--- src/rtl/fifo_pack_reader_if.sv ---
// fifo_pack_reader_if: FIFO read port and packed-word valid/ready port
interface fifo_pack_reader_if #(
  parameter int DATA_WIDTH = 4,
  parameter int PACK_RATIO = 4
);
  localparam int OUT_WIDTH = DATA_WIDTH * PACK_RATIO;
  localparam int CNT_W = $clog2(PACK_RATIO + 1);
  logic                  fifo_rd_val;
  logic [DATA_WIDTH-1:0] fifo_rd_data;
  logic                  fifo_rd_en;
  logic                  flush;
  logic [OUT_WIDTH-1:0]  out_data;
  logic [CNT_W-1:0]      out_count;
  logic                  out_valid;
  logic                  out_ready;
  modport master (
    input  fifo_rd_val, fifo_rd_data, flush, out_ready,
    output fifo_rd_en, out_data, out_count, out_valid
  );
  modport slave (
    output fifo_rd_val, fifo_rd_data, flush, out_ready,
    input  fifo_rd_en, out_data, out_count, out_valid
  );
endinterface

--- src/rtl/fifo_pack_reader.sv ---
// fifo_pack_reader: pops narrow FIFO words and packs them into one wide valid/ready word
module fifo_pack_reader #(
  parameter int DATA_WIDTH = 4,
  parameter int PACK_RATIO = 4
) (
  input logic              clk,
  input logic              reset,
  fifo_pack_reader_if.master bus
);
  localparam int OUT_WIDTH = DATA_WIDTH * PACK_RATIO;
  localparam int CNT_W = $clog2(PACK_RATIO + 1);
  localparam logic [0:0] FILL = 1'b0;
  localparam logic [0:0] HOLD = 1'b1;
  logic [0:0]           state_q, state_d;
  logic [CNT_W-1:0]     count_q, count_d;
  logic                 pending_q, pending_d;
  logic                 flush_pend_q, flush_pend_d;
  logic                 rd_en_q, rd_en_d;
  logic [OUT_WIDTH-1:0] lanes_q, lanes_d;
  logic                 pop;
  // next state: capture the word popped last edge, then decide fill/hold/flush, and precompute rd_en
  always_comb begin
    pop = rd_en_q & bus.fifo_rd_val;
    state_d = state_q;
    count_d = count_q;
    pending_d = pop;
    flush_pend_d = flush_pend_q;
    lanes_d = lanes_q;
    if (pending_q) begin
      lanes_d[count_q*DATA_WIDTH +: DATA_WIDTH] = bus.fifo_rd_data;
      count_d = count_q + CNT_W'(1);
    end
    if (state_q == FILL) begin
      flush_pend_d = flush_pend_q | bus.flush;
      if (count_d == CNT_W'(PACK_RATIO)) state_d = HOLD;
      else if (flush_pend_q && !pending_q) begin
        state_d = (count_q != '0) ? HOLD : FILL;
        flush_pend_d = (count_q != '0) ? flush_pend_d : 1'b0;
      end
    end else if (bus.out_ready) begin
      state_d = FILL;
      lanes_d = '0;
      count_d = '0;
      flush_pend_d = 1'b0;
    end
    rd_en_d = (state_d == FILL) && !flush_pend_d &&
              (({1'b0, count_d} + {{CNT_W{1'b0}}, pending_d}) < (CNT_W+1)'(PACK_RATIO));
  end
  // state registers with asynchronous active-low reset; rd_en is registered so reset forces it low at once
  always_ff @(posedge clk or negedge reset) begin
    if (!reset) begin
      state_q <= FILL;
      count_q <= '0;
      pending_q <= 1'b0;
      flush_pend_q <= 1'b0;
      rd_en_q <= 1'b0;
      lanes_q <= '0;
    end else begin
      state_q <= state_d;
      count_q <= count_d;
      pending_q <= pending_d;
      flush_pend_q <= flush_pend_d;
      rd_en_q <= rd_en_d;
      lanes_q <= lanes_d;
    end
  end
  assign bus.fifo_rd_en = rd_en_q;
  assign bus.out_valid = (state_q == HOLD);
  assign bus.out_data = lanes_q;
  assign bus.out_count = (state_q == HOLD) ? count_q : '0;
endmodule

--- src/flat_wrapper.sv ---
// flat-port wrapper written by rule: the top's interface ports become plain ports
module fifo_pack_reader_flat 
#(
  parameter int DATA_WIDTH = 4,
  parameter int PACK_RATIO = 4
)
  (clk, reset, bus_fifo_rd_val, bus_fifo_rd_data, bus_flush, bus_out_ready, bus_fifo_rd_en, bus_out_data, bus_out_count, bus_out_valid);
  fifo_pack_reader_if #(.DATA_WIDTH(DATA_WIDTH), .PACK_RATIO(PACK_RATIO)) bus_i ();
  input logic clk;
  input logic reset;
  input wire logic [$bits(bus_i.fifo_rd_val)-1:0] bus_fifo_rd_val;
  input wire logic [$bits(bus_i.fifo_rd_data)-1:0] bus_fifo_rd_data;
  input wire logic [$bits(bus_i.flush)-1:0] bus_flush;
  input wire logic [$bits(bus_i.out_ready)-1:0] bus_out_ready;
  output wire logic [$bits(bus_i.fifo_rd_en)-1:0] bus_fifo_rd_en;
  output wire logic [$bits(bus_i.out_data)-1:0] bus_out_data;
  output wire logic [$bits(bus_i.out_count)-1:0] bus_out_count;
  output wire logic [$bits(bus_i.out_valid)-1:0] bus_out_valid;
  assign bus_i.fifo_rd_val = bus_fifo_rd_val;
  assign bus_i.fifo_rd_data = bus_fifo_rd_data;
  assign bus_i.flush = bus_flush;
  assign bus_i.out_ready = bus_out_ready;
  assign bus_fifo_rd_en = bus_i.fifo_rd_en;
  assign bus_out_data = bus_i.out_data;
  assign bus_out_count = bus_i.out_count;
  assign bus_out_valid = bus_i.out_valid;
  fifo_pack_reader #(.DATA_WIDTH(DATA_WIDTH), .PACK_RATIO(PACK_RATIO)) u_core (.clk(clk), .reset(reset), .bus(bus_i));
endmodule
--- config.mk ---
export PLATFORM = sky130hd
export DESIGN_NAME = fifo_pack_reader_flat
export DESIGN_NICKNAME = d
export VERILOG_FILES = /design/src/rtl/fifo_pack_reader_if.sv /design/src/rtl/fifo_pack_reader.sv /design/src/flat_wrapper.sv
export SDC_FILE = /design/constraint.sdc
export NUM_CORES = 1
export LEC_CHECK = 0
export ABC_AREA = 1
export CAP_MARGIN = 20
export CORE_MARGIN = 1
export CORE_UTILIZATION = 40
export CTS_CLUSTER_SIZE = 20
export DETAILED_ROUTE_END_ITERATION = 10
export PLACE_DENSITY = 0.7
export SLEW_MARGIN = 20
export SYNTH_ARGS = -nofsm -noshare
export SYNTH_HDL_FRONTEND = slang
export SYNTH_SLANG_ARGS = --single-unit
--- constraint.sdc ---
create_clock -name clk -period 2.52 [get_ports clk]
set_input_delay 0.504 -clock clk [delete_from_list [all_inputs] [get_ports clk]]
set_output_delay 0.504 -clock clk [all_outputs]
set_load 0.05 [all_outputs]
# After elaboration in Yosys (flattened, before gate mapping)
# Cells that the tools add are included.
dict set report op_classes {
  addsub 3
  reduce_logical 6
  n_mux 18
  order_cmp 1
  eq_ne 1
  bitwise_logic 3
  shift 2
}
# op count
set op_table {}
lappend op_table {{2-to-1 mux 16 bit} 3}
lappend op_table {{negation 5 -> 34 bit} 1}
lappend op_table {{variable shift 4 x 34 -> 16 bit (first input constant)} 1}
lappend op_table {{variable part select 4 x 34 -> 16 bit} 1}
lappend op_table {{bitwise mux 16 bit} 1}
lappend op_table {{2-to-1 mux 3 bit} 4}
lappend op_table {{2-to-1 mux 1 bit} 10}
lappend op_table {{adder 3 x 1 -> 4 bit} 1}
lappend op_table {{less-than comparator 4 x 3 -> 1 bit (second input constant)} 1}
lappend op_table {{adder 3 x 1 -> 3 bit (second input constant)} 1}
lappend op_table {{== test 3 bit (second input constant)} 1}
lappend op_table {{logical AND 1 bit} 3}
lappend op_table {{nonzero test 3 bit} 1}
lappend op_table {{zero test 1 bit} 2}
lappend op_table {{bitwise AND 1 bit} 1}
lappend op_table {{NOT 1 bit} 1}
lappend op_table {{OR 1 bit} 1}
dict set report word_totals {
  ff_bits 23
  inputBits 9
  word_cells 40
}

# Longest topological paths before layout
dict set report logic_depth {
  ltp_word 8
  mapped_depth 12
  depth_no_buf 12
}

# Worst setup path before layout
# OpenSTA, ideal clock, no wires.
dict set report synth_path {
  kind {register to register}
  startpoint {register u_core.count_q[0]}
  endpoint {register u_core.lanes_q[2], in the netlist u_core.bus.out_data[2]}
  path_stages_with_launch 10
  t_required_ns 2.400
  slack_ns 0.784
  setup_time_ns 0.120
  arrival_time_ns 1.616
  path_buffers 0
  synth_period_minus_slack_ns 1.736
  path_cell_list {dfrtp_1 > inv_2 > ha_1 > ha_1 > nor2_1 > nand3_2 > nor3_4 > inv_1 > nor2_1 > nor2_1}
}
dict set report synth_between {
  elab_chain_cells 6
  elab_cells_between_ends 7
  classes_between {add/sub (1); shift (2); mux (4)}
}
# element line
set synth_rtl {}
lappend synth_rtl {{start: declaration} fifo_pack_reader.sv:15} ;# logic [CNT_W-1:0] count_q, count_d;
lappend synth_rtl {{start signal: assignment} fifo_pack_reader.sv:60} ;# count_q <= count_d;
lappend synth_rtl {{negation 5 -> 34 bit (*)} fifo_pack_reader.sv:30} ;# lanes_d[count_q*DATA_WIDTH +: DATA_WIDTH] = bus.fifo_rd_data;
lappend synth_rtl {{variable part select 4 x 34 -> 16 bit or variable shift 4 x 34 -> 16 bit (tied branches)} fifo_pack_reader.sv:30}
lappend synth_rtl {{bitwise mux 16 bit (*)} fifo_pack_reader.sv:30}
lappend synth_rtl {{2-to-1 mux 16 bit (*)} fifo_pack_reader.sv:29} ;# if (pending_q) begin
lappend synth_rtl {{2-to-1 mux 16 bit} fifo_pack_reader.sv:40} ;# end else if (bus.out_ready) begin
lappend synth_rtl {{2-to-1 mux 16 bit (*)} fifo_pack_reader.sv:33} ;# if (state_q == FILL) begin
lappend synth_rtl {{named net u_core.lanes_d[2]} fifo_pack_reader.sv:19} ;# logic [OUT_WIDTH-1:0] lanes_q, lanes_d;
lappend synth_rtl {{end signal: assignment} fifo_pack_reader.sv:64} ;# lanes_q <= lanes_d;
lappend synth_rtl {{end: declaration} fifo_pack_reader.sv:19}
# Mark *: on every way through the listed nets, which the timed path passes. The rest lies on a longest branch.

# Worst setup path in the final report
dict set report layout_path {
  startpoint {register u_core.state_q, in the netlist u_core.bus.out_valid}
  endpoint {output port bus_out_count[0]}
}
dict set report layout_between {
  elab_chain_cells 1
}
# element line
set layout_rtl {}
lappend layout_rtl {{start: declaration} fifo_pack_reader.sv:14} ;# logic [0:0] state_q, state_d;
lappend layout_rtl {{start signal: assignment} fifo_pack_reader.sv:59} ;# state_q <= state_d;
lappend layout_rtl {{2-to-1 mux 3 bit} fifo_pack_reader.sv:70} ;# assign bus.out_count = (state_q == HOLD) ? count_q : '0;
lappend layout_rtl {{end: declaration} flat_wrapper.sv:17} ;# output wire logic [$bits(bus_i.out_count)-1:0] bus_out_count;
# Every way passes these cells.

==> results.sh <==
export IMPL_status="finished, violations left"
export IMPL_violations="DRC"
export IMPL_place_ws_ps=622
export IMPL_pwr_share_comb_pct=55.7
export IMPL_fillers=259
export IMPL_via_count=1091
export IMPL_gp_congestion=0.816
export IMPL_crit_path_end_kind="primary output"
export IMPL_io_buffers=29
export IMPL_track_usage_pct=18.6
export IMPL_cp_max_fo=6
export IMPL_regArea_sq_um=576
export IMPL_grt_overflow=0
export IMPL_power_switching_uw=797
export IMPL_power_switching_share_pct=50.8
export IMPL_final_layout_size_suffix_gt1_share_pct=11.9
export IMPL_grt_pass1_vias=1078
export IMPL_vias_per_cell=5.05
export IMPL_yosysWarnings=0
export IMPL_worst_pin_slew_ps=501
export IMPL_finalSetupViolCount=0
export IMPL_dr_pass1_iters=7
export IMPL_cts_path_max_buffers=2
export IMPL_grt_setup_unrepaired="no"
export IMPL_wl_per_cell_microns=12.7
export IMPL_sequentialPowerShare_pct=33.0
export IMPL_worstSetupStartpointType="flip-flop"
export IMPL_synth_top_area_share_pct=46.6
export IMPL_ys_top_cells_by_area="dfrtp_1 (47%), nand2_1 (9.4%), ha_1 (6.1%)"
export IMPL_cts_root_buf="clkbuf_4"
export IMPL_p_clk_share_pct=11.2
export IMPL_syn_avg_cell_area_sq_um=8.12
export IMPL_cts_hold_buffers=0
export IMPL_post_cts_setup_buffers=0
export IMPL_cts_tree="done"
export IMPL_p_int_uw=773
export IMPL_fin_crit_ps=2220
export IMPL_grt_pass1_wl_microns=4690
export IMPL_cp_required_ps=2020
export IMPL_p_leak_uw=0.000790
export IMPL_ctsResizeCount=0
export IMPL_area_delta_synth_final_pct=28.8
export IMPL_multiInputGateArea_sq_um=549
export IMPL_postRouteAntennaNets=0
export IMPL_cts_sinks=23
export IMPL_drc_errors=3
export IMPL_grt_max_degree=24
export IMPL_die_h_microns=57.6
export IMPL_antenna_cells=0
export IMPL_holdCritPathClass="reg2reg"
export IMPL_layout_setup_ws_ps=304
export IMPL_yosysSeqAreaShare_pct=46.6
export IMPL_cap_viol_max_count=0
export IMPL_synthDistinctLibCells=22
export IMPL_clock_latency_ps=320
export IMPL_rows=19
export IMPL_place_hpwl_microns=2090
export IMPL_final_nets=201
export IMPL_power_density_nw_per_um2=987
export IMPL_core_sq_um=2830
export IMPL_worst_ep_arrival_time_ps=1710
export IMPL_slew_violations=0
export IMPL_h_tree_depth=1
export IMPL_cts_buffers=3
export IMPL_fin_skew_ps=4.82
export IMPL_setup_worst_path_class="reg2out"
export IMPL_yosysTopAreaCell="dfrtp_1"
export IMPL_drt_initial_drc_count=21
export IMPL_synth_area_sq_um=1230
export IMPL_die_x_microns=57.6
export IMPL_initial_core_util_pct=43.7
export IMPL_period_share_pct=87.9
export IMPL_relSlewSlack_pct=66.5
export IMPL_drt_total_wl_microns=2740
export IMPL_cts_clk_slew_worst_paths_ps=130
export IMPL_antenna_found_initial=0
export IMPL_syn_nets=167
export IMPL_dieArea_sq_um=3310
export IMPL_finalHoldViolations=0
export IMPL_vdd_ir_drop_max_mv=0.584
export IMPL_io_pins=30
export IMPL_fmax_mhz=451
export IMPL_ys_ff_latch=23
export IMPL_synthCells=152
export IMPL_tns_ps=0
[cells in the final DEF, fill, tap and decap left out, drive strengths merged]
cell,Yosys,layout
nand4,3,3
clkdlybuf4s50,0,29
a32oi,2,2
nand2,37,37
a22oi,1,1
clkbuf,0,3
nor3,2,2
a21oi,11,11
dfrtp,23,23
nand3,11,11
o21a,1,1
inv,23,23
clkinv,0,1
nor2,22,22
buf,3,3
o21ai,7,7
ha,6,6
[metal layers]
metal  track usage [%]  routed length (microns)
met1              24.0                     1320
met2              31.9                     1310
met3              2.27                       68
met4              7.32                       43
met5                 0                        0
[registers in the layout, summed over array words and instances, names as in the netlist]
name	count
u_core.bus.fifo_rd_en	1
u_core.flush_pend_q	1
u_core.bus.out_data	16
u_core.bus.out_valid	1
u_core.pending_q	1
u_core.count_q	3
[Yosys cell counts]
cell,n
nand2_1,31
buf_4,1
inv_1,20
o21a_1,1
o21ai_0,5
nor3_4,1
nand3_1,9
nor3_2,1
nand3_2,2
ha_1,6
dfrtp_1,23
a32oi_1,2
a21oi_1,11
nor2_1,20
buf_6,1
a22oi_1,1
nand4_1,3
buf_2,1
nand2_2,6
o21ai_1,2
nor2_2,2
inv_2,3
[layout make-up]
| type | instances | area share (%) |
|---|---|---|
| Clock buffer | 3 | 1.42 |
| Tap cell | 31 | 2.44 |
| Inverter | 23 | 5.43 |
| Clock inverter | 1 | 0.315 |
| Multi-Input combinational cell | 103 | 34.5 |
| Timing Repair Buffer | 32 | 19.7 |
| Sequential cell | 23 | 36.2 |
[worst max-delay path, stage by stage, from the launching register on]
cell and delay, ps:
dfrtp_1 460, nand2_1 90, inv_1 60, clkdlybuf4s50_1 790
[power groups by stage]
stage          Sequential (uW)  Combinational [uW]  Clock (uW)
2_1_floorplan              657                 492           0
3_3_place_gp               522                 857           0
3_5_place_dp               525                 875           0
4_1_cts                    519                 881         182
5_1_grt                    533                 963         194
6_report                   519                 875         176
[worst paths after layout]
| path | from | to | slack, ps | cells after the start |
|---|---|---|---|---|
| max | u_core.bus.out_valid | bus_out_count[0] | 300 | 3 |
| min | u_core.bus.fifo_rd_en | u_core.pending_q | 510 | 2 |
| max reg2reg | u_core.count_q[1] | u_core.bus.out_data[2] | 600 | 9 |
| min reg2reg | u_core.bus.fifo_rd_en | u_core.pending_q | 510 | 2 |
| max in group asynchronous | reset | u_core.bus.out_data[7] | 1760 | 2 |
| min in group asynchronous | reset | u_core.count_q[0] | 520 | 2 |
[through the flow]
| step | cell area, sq um | power, uW | hold WS, ps | instances | utilization, % |
|---|---|---|---|---|---|
| after floorplan | 1230 | 1150 | 208 | 152 | - |
| after global placement | 1560 | 1380 | 478 | 212 | 55.2 |
| after detailed placement | 1560 | 1400 | 499 | 212 | 55.2 |
| after CTS | 1590 | 1580 | 519 | 216 | 56.2 |
| after global routing | 1590 | 1690 | 531 | 216 | 56.2 |
| final | 1590 | 1570 | 515 | 216 | 56.2 |
[cell families after synthesis]
kind of cell / count (synthesis) / synth area share [%]
buffers and inverters: 26 / 8.92
flip-flops: 23 / 46.6
AO/OA/AOI/OAI: 22 / 9.93
adder cells (fa/ha/maj): 6 / 6.08
AND/OR/NAND/NOR: 75 / 28.5
No activity file was read; power rests on OpenSTA's default activity.
